### src/rtl/mem_dump_ctrl_pkg.sv
// Shared definitions for the post-execution dmem dump controller: widths, enable levels, FSM encodings.
// Optional counter trailer is selected by the PERF_CNT_EN macro in mem_dump_ctrl.sv.
package mem_dump_ctrl_pkg;

  localparam int   DATA_W_DEF = 32;
  localparam int   PERF_W     = 32;
  localparam logic ENABLE_N   = 1'b0;
  localparam logic DISABLE_N  = 1'b1;

  typedef enum logic [2:0] {
    RUN  = 3'd0,
    LOAD = 3'd1,
    SEND = 3'd2,
    PERF = 3'd3,
    DONE = 3'd4
  } state_e;

  function automatic logic [PERF_W-1:0] sat_inc(input logic [PERF_W-1:0] v);
    return (&v) ? v : v + 1'b1;
  endfunction

endpackage

### src/rtl/mem_dump_ctrl_perf_cnt.sv
// Four saturating 32-bit core status counters (cycles, load-use stalls, branch stalls, taken-path branches).
// Counting stops while freeze is high; cleared only by reset.
module mem_dump_ctrl_perf_cnt
  import mem_dump_ctrl_pkg::*;
(
  input  logic              clk,
  input  logic              rst_n,
  input  logic              freeze,
  input  logic              stall,
  input  logic              lwstall,
  input  logic              branchstall,
  input  logic              bra_op,
  output logic [PERF_W-1:0] cycle_cnt,
  output logic [PERF_W-1:0] lw_cnt,
  output logic [PERF_W-1:0] bb_cnt,
  output logic [PERF_W-1:0] ab_cnt
);

  logic [PERF_W-1:0] cycle_q, lw_q, bb_q, ab_q;

  always_ff @(posedge clk) begin
    if (!rst_n) begin
      cycle_q <= '0;
      lw_q    <= '0;
      bb_q    <= '0;
      ab_q    <= '0;
    end else if (!freeze) begin
      cycle_q <= sat_inc(cycle_q);
      if (lwstall)          lw_q <= sat_inc(lw_q);
      if (branchstall)      bb_q <= sat_inc(bb_q);
      if (!stall && bra_op) ab_q <= sat_inc(ab_q);
    end
  end

  assign cycle_cnt = cycle_q;
  assign lw_cnt    = lw_q;
  assign bb_cnt    = bb_q;
  assign ab_cnt    = ab_q;

endmodule

### src/rtl/mem_dump_ctrl.sv
// Halts the core on ecall, then streams dmem[DUMP_BASE +: DUMP_WORDS] over valid/ready, one word per 2 cycles max.
// Define PERF_CNT_EN to append the cycle/lw/bb/ab counter trailer after the last dmem word.
module mem_dump_ctrl
  import mem_dump_ctrl_pkg::*;
#(
  parameter int DATA_W     = DATA_W_DEF,
  parameter int ADDR_W     = 16,
  parameter int DUMP_BASE  = 0,
  parameter int DUMP_WORDS = 200
) (
  input  logic              clk,
  input  logic              rst_n,
  input  logic              ecall,
  input  logic              stall,
  input  logic              lwstall,
  input  logic              branchstall,
  input  logic              bra_op,
  output logic              halt,
  output logic [ADDR_W-1:0] mem_a,
  input  logic [DATA_W-1:0] mem_rd,
  output logic              dump_valid,
  output logic [DATA_W-1:0] dump_data,
  output logic              dump_last,
  input  logic              dump_ready,
  output logic              done
);

  localparam logic [ADDR_W-1:0] BASE_A   = ADDR_W'(DUMP_BASE);
  localparam logic [ADDR_W-1:0] LAST_IDX = ADDR_W'(DUMP_WORDS - 1);

  state_e            state_q, state_d;
  logic [ADDR_W-1:0] idx_q, idx_d;
  logic [DATA_W-1:0] data_q, data_d;

`ifdef PERF_CNT_EN
  logic [1:0]        pidx_q, pidx_d;
  logic [PERF_W-1:0] cycle_cnt, lw_cnt, bb_cnt, ab_cnt;
  logic [DATA_W-1:0] perf_word;

  mem_dump_ctrl_perf_cnt u_perf_cnt (
    .clk         (clk),
    .rst_n       (rst_n),
    .freeze      (halt),
    .stall       (stall),
    .lwstall     (lwstall),
    .branchstall (branchstall),
    .bra_op      (bra_op),
    .cycle_cnt   (cycle_cnt),
    .lw_cnt      (lw_cnt),
    .bb_cnt      (bb_cnt),
    .ab_cnt      (ab_cnt)
  );

  always_comb begin
    perf_word = DATA_W'(cycle_cnt);
    case (pidx_q)
      2'd1:    perf_word = DATA_W'(lw_cnt);
      2'd2:    perf_word = DATA_W'(bb_cnt);
      2'd3:    perf_word = DATA_W'(ab_cnt);
      default: perf_word = DATA_W'(cycle_cnt);
    endcase
  end
`else
  logic unused_status;
  assign unused_status = ^{stall, lwstall, branchstall, bra_op};
`endif

  always_ff @(posedge clk) begin
    if (!rst_n) begin
      state_q <= RUN;
      idx_q   <= '0;
      data_q  <= '0;
`ifdef PERF_CNT_EN
      pidx_q  <= '0;
`endif
    end else begin
      state_q <= state_d;
      idx_q   <= idx_d;
      data_q  <= data_d;
`ifdef PERF_CNT_EN
      pidx_q  <= pidx_d;
`endif
    end
  end

  always_comb begin
    state_d = state_q;
    idx_d   = idx_q;
    data_d  = data_q;
`ifdef PERF_CNT_EN
    pidx_d  = pidx_q;
`endif
    case (state_q)
      RUN: begin
        if (ecall) state_d = LOAD;
      end
      // dmem read is combinational off the registered index, so one cycle per word is spent here.
      LOAD: begin
        data_d  = mem_rd;
        state_d = SEND;
      end
      SEND: begin
        if (dump_ready) begin
          if (idx_q == LAST_IDX) begin
`ifdef PERF_CNT_EN
            state_d = PERF;
            pidx_d  = 2'd0;
`else
            state_d = DONE;
`endif
          end else begin
            idx_d   = idx_q + 1'b1;
            state_d = LOAD;
          end
        end
      end
`ifdef PERF_CNT_EN
      PERF: begin
        if (dump_ready) begin
          if (pidx_q == 2'd3) state_d = DONE;
          else                pidx_d  = pidx_q + 2'd1;
        end
      end
`endif
      default: state_d = state_q;
    endcase
  end

  assign mem_a = BASE_A + idx_q;
  assign halt  = (state_q != RUN);
  assign done  = (state_q == DONE);

`ifdef PERF_CNT_EN
  assign dump_valid = (state_q == SEND) || (state_q == PERF);
  assign dump_last  = (state_q == PERF) && (pidx_q == 2'd3);
  assign dump_data  = (state_q == PERF) ? perf_word : data_q;
`else
  assign dump_valid = (state_q == SEND);
  assign dump_last  = (state_q == SEND) && (idx_q == LAST_IDX);
  assign dump_data  = data_q;
`endif

endmodule

### config.mk
export PLATFORM = sky130hd
export DESIGN_NAME = mem_dump_ctrl
export DESIGN_NICKNAME = d
export VERILOG_FILES = /design/src/rtl/mem_dump_ctrl_pkg.sv /design/src/rtl/mem_dump_ctrl_perf_cnt.sv /design/src/rtl/mem_dump_ctrl.sv
export SDC_FILE = /design/constraint.sdc
export NUM_CORES = 1
export LEC_CHECK = 0
export CORE_MARGIN = 4
export CORE_UTILIZATION = 45
export CTS_CLUSTER_DIAMETER = 200
export DETAILED_ROUTE_END_ITERATION = 10
export PLACE_DENSITY = 0.84
export SLEW_MARGIN = 10
export SYNTH_ARGS = -nofsm -noshare
export SYNTH_HDL_FRONTEND = slang
export SYNTH_HIERARCHICAL = 1
export SYNTH_SLANG_ARGS = --single-unit
### constraint.sdc
create_clock -name clk -period 3.45 [get_ports clk]
set_clock_uncertainty 0.15 [all_clocks]
set_input_delay 1.035 -clock clk [delete_from_list [all_inputs] [get_ports clk]]
set_output_delay 1.035 -clock clk [all_outputs]
set_load 0.005 [all_outputs]
== After elaboration in Yosys (flattened, before gate mapping) ==
Index checks and enable logic that the tools add are counted.
Widths: inputs -> output; s select.

* Logic and storage cells: 21
* Input bits: 40
* Output and inout port bits: 52
* Bits in registers: 51

* Equal/unequal tests: 6
* Reduce and logical (&&, ||, !) cells: 6
* Multiplexer cells: 4
* Bitwise gates (word level): 1
* Add/sub/neg operators: 1

{| class="wikitable"
|+ Operator list
! cell !! count
|-
| $add 16x1->16 const B || 1
|-
| $eq 16x8->1 const B || 1
|-
| $mux 3 || 3
|-
| $pmux 3 s3 || 1
|-
| $reduce_and 3->1 || 2
|-
| $reduce_bool 3->1 || 2
|-
| $eq 3x1->1 const B || 1
|-
| $eq 3x2->1 const B || 1
|-
| $eq 3x3->1 const B || 1
|-
| $logic_not 3->1 || 1
|-
| $ne 2x1->1 const B || 1
|-
| $ne 2x2->1 const B || 1
|-
| $logic_and 1x1->1 || 1
|-
| $not 1->1 || 1
|}

== Logic depth before layout (Yosys ltp) ==
* Depth after elaboration: 4
* Depth in mapped cells: 6
* Gate-level depth less buffers: 5

== Worst setup path after synthesis ==
Ideal clock, no wire load.

* Path kind: register to output
* Start: register idx_q[5]
* End: output dump_last
* Buffers on the path: 1
* Data required time: 2.265 ns
* Setup slack: 0.688 ns
* Data arrival time: 1.577 ns
* Stages on the path, launching flop included: 5
* Path through: dfxtp_1 > or4_4 > nor4_4 > buf_6 > and2_2

* Longest elaborated chain between the ends: 2

{| class="wikitable"
|+ RTL lines
! item !! line !! source
|-
| start, declared || mem_dump_ctrl.sv:32 || <nowiki>logic [ADDR_W-1:0] idx_q, idx_d;</nowiki>
|-
| start signal, assigned || mem_dump_ctrl.sv:78 || <nowiki>idx_q <= idx_d;</nowiki>
|-
| $eq 16x8->1 || mem_dump_ctrl.sv:139 || <nowiki>assign dump_last = (state_q == SEND) && (idx_q == LAST_IDX);</nowiki>
|-
| $logic_and 1x1->1 || mem_dump_ctrl.sv:139 ||
|-
| end, declared || mem_dump_ctrl.sv:23 || <nowiki>output logic dump_last,</nowiki>
|}

Every way passes these cells.

== Worst setup path after layout ==
* Start: register idx_q[4]
* End: output dump_last

Same word-level chain as after synthesis.

==> impl_metrics.ini <==
[detailed_routing]
via_count = 2095
first_pass_iters = 4
routedWlPerCell_microns = 13.6
postRouteAntennaNets = 0
drt-vias-per-instance = 5.29
drt_wl_total_microns = 5380
drc = 0
drt-initial-drc-count = 75

[yosys]
synth-edff-count = 0
ys_types = 42
synth.area.top_cells = dfxtp_1 47%, nand2_1 13%, a21oi_1 9.5%
synth_seq_cells = 51
synth_area_per_cell_sq_um = 8.22
ys_seq_area_frac = 0.472
yosysWarnings = 6
ys_dominant_reg_cell = dfxtp_1
synthCells = 263
syn_area_sq_um = 2160
synth_nets = 304
async_reset_ff_frac = 0
synth_top_area_frac = 0.472
synth_top_area_cell = dfxtp_1

[critical_path]
start_kind = flip-flop
arrival_ns = 2.15
worst_setup_path_end_kind = primary output
worstSetupPathType = reg -> out
path_max_fanout = 5
required_ns = 2.26

[layout]
postLayoutCellArea_sq_um = 3150
fillCellCount = 368
finalNetCount = 384
antenna_cells = 0
area_delta_synth_final_pct = 45.7
finalNonFillerCells = 396
drive_gt1_frac = 0.0843

[hold_path]
hold_path.class = reg -> reg

[sta]
hold_slack_ns = 0.308
relSlewSlack = 0.318
setup_tns_ns = 0
hold_violations = 0
worstMarginPinSlew_ns = 1.02
fmax_mhz = 300
slew_violations = 0
fin_crit_sh = 0.966
min_period_ns = 3.33
setup_violations = 0

[global_route]
grt-ovfl-total = 0
grt_max_degree = 46
grt_use_total = 0.183
grt_pass1_wl_microns = 9120
grt_pass1_vias = 2042
antenna_found_initial = 0

[clock_tree]
numClockSinks = 51
cts_root_buffer = clkbuf_8
cts_tree = yes
cts_buffers = 5
clock_latency_ns = 0.30
htreeDepth = 2
cts.clk_slew.worst_paths_ns = 0.09
cts_max_path_buffers = 2

[placement]
place.detailed.hpwl_microns = 3860
numPortBuffers = 87
gp_congestion = 0.824
dpl_cell_area_sq_um = 3040
dp_cells = 387

[die]
die_x_microns = 77.3
core_area_sq_um = 4500
die_h_microns = 77.3
row_count = 24
die_area_sq_um = 5980
ioPinCount = 92
initial_utilization = 0.480

[outcome]
status = completed

[pwr]
power_uw = 1120
ir_drop_uv = 275
p_per_area_nw_per_um2 = 356
leakage_uw = 0.00104

[flow_run]
maxCapViolations = 0
[logic make-up after synthesis]
logic type,after synthesis,synth area share
and+or+nand+nor,126,0.295
AOI/OAI and AO/OA,57,0.152
DFF,51,0.472
buffers and inverters,22,0.0480
muxes,5,0.0231
xor gates and xnor gates,1,0.00405
adders and majority gates,1,0.00579
[where the power goes]
group          switching, uW  internal, uW
clock                    190           142
combinational           70.4          95.0
sequential              13.9           612
[worst max-delay path: stages (launching register included)]
cell and delay [ns]:
dfxtp_1 0.35, or4_1 0.57, nor4_4 0.24, and2_2 0.19, clkdlybuf4s50_1 0.49
[repair_timing]
action,in CTS,in global routing
endpoints found under the setup margin,0,1
resized for setup,0,5
endpoints found under the hold margin,0,0
hold buffers,0,0
setup buffers,0,1
[layer usage]
| metal | up-vias | global-route usage | part of all wire |
|---|---|---|---|
| met2 | 60 | 0.328 | 0.49 |
| met3 | 9 | 0.0468 | 0.051 |
| met5 | - | 0 | 0 |
| met1 | 955 | 0.214 | 0.44 |
| li1 | 1071 | - | - |
| met4 | 0 | 0.0552 | 0.017 |
[registers in the layout, indices dropped and copies added (netlist names)]
signal	flops
dump_data	32
idx_q	16
state_q	3
[final cells by class]
class,instances,area [sq um],share of cell area
multi-input combinational,190,1050,0.335
sequential,51,1020,0.325
timing repair buffer,91,901,0.286
clock buffer,6,72.6,0.0230
tap,52,65.1,0.0207
inverter,4,20.0,0.00635
clock inverter,2,12.5,0.00397
[cell usage after synthesis, types with 2 or more instances]
cell type	number
mux2i_1	5
nor2_1	2
nand4_1	6
clkbuf_1	14
or2_2	4
nand3_1	4
nor3_1	2
a21oi_1	41
dfxtp_1	51
buf_6	2
inv_1	2
nor4_1	4
nand2_1	76
or4_1	8
o21ai_0	2
o31ai_1	7
nand2b_1	5
or3_1	4
[layout by cell type, fill, tap and decap left out, types with 4 or more instances in the layout]
cell type	n
clkdlybuf4s50_1	87
nand2_1	76
dfxtp_1	48
a21oi_1	41
or4_1	8
o31ai_1	7
nand4_1	6
nand2b_1	5
mux2i_1	5
clkbuf_8	5
or3_1	4
or2_2	4
nand3_1	4
nor4_1	4
buf_4	4
[metrics by stage]
stage                      util  setup WS (ns)
after CTS                 0.694        0.00756
after floorplan               -          0.688
after global routing      0.699      -0.000204
after detailed placement  0.675          0.344
after global placement    0.675          0.367
final                     0.699          0.119
[path summary, 6_finish.rpt]
kind / startpoint / endpoint / slack, ns / depth (start not counted)
max: idx_q[4] / dump_last / 0.12 / 4
min: dump_data[5] / dump_data[5] / 0.31 / 2
max reg2reg: idx_q[4] / idx_q[2] / 1.40 / 6
min reg2reg: dump_data[5] / dump_data[5] / 0.31 / 2
No activity file was read; power rests on OpenSTA's default activity.
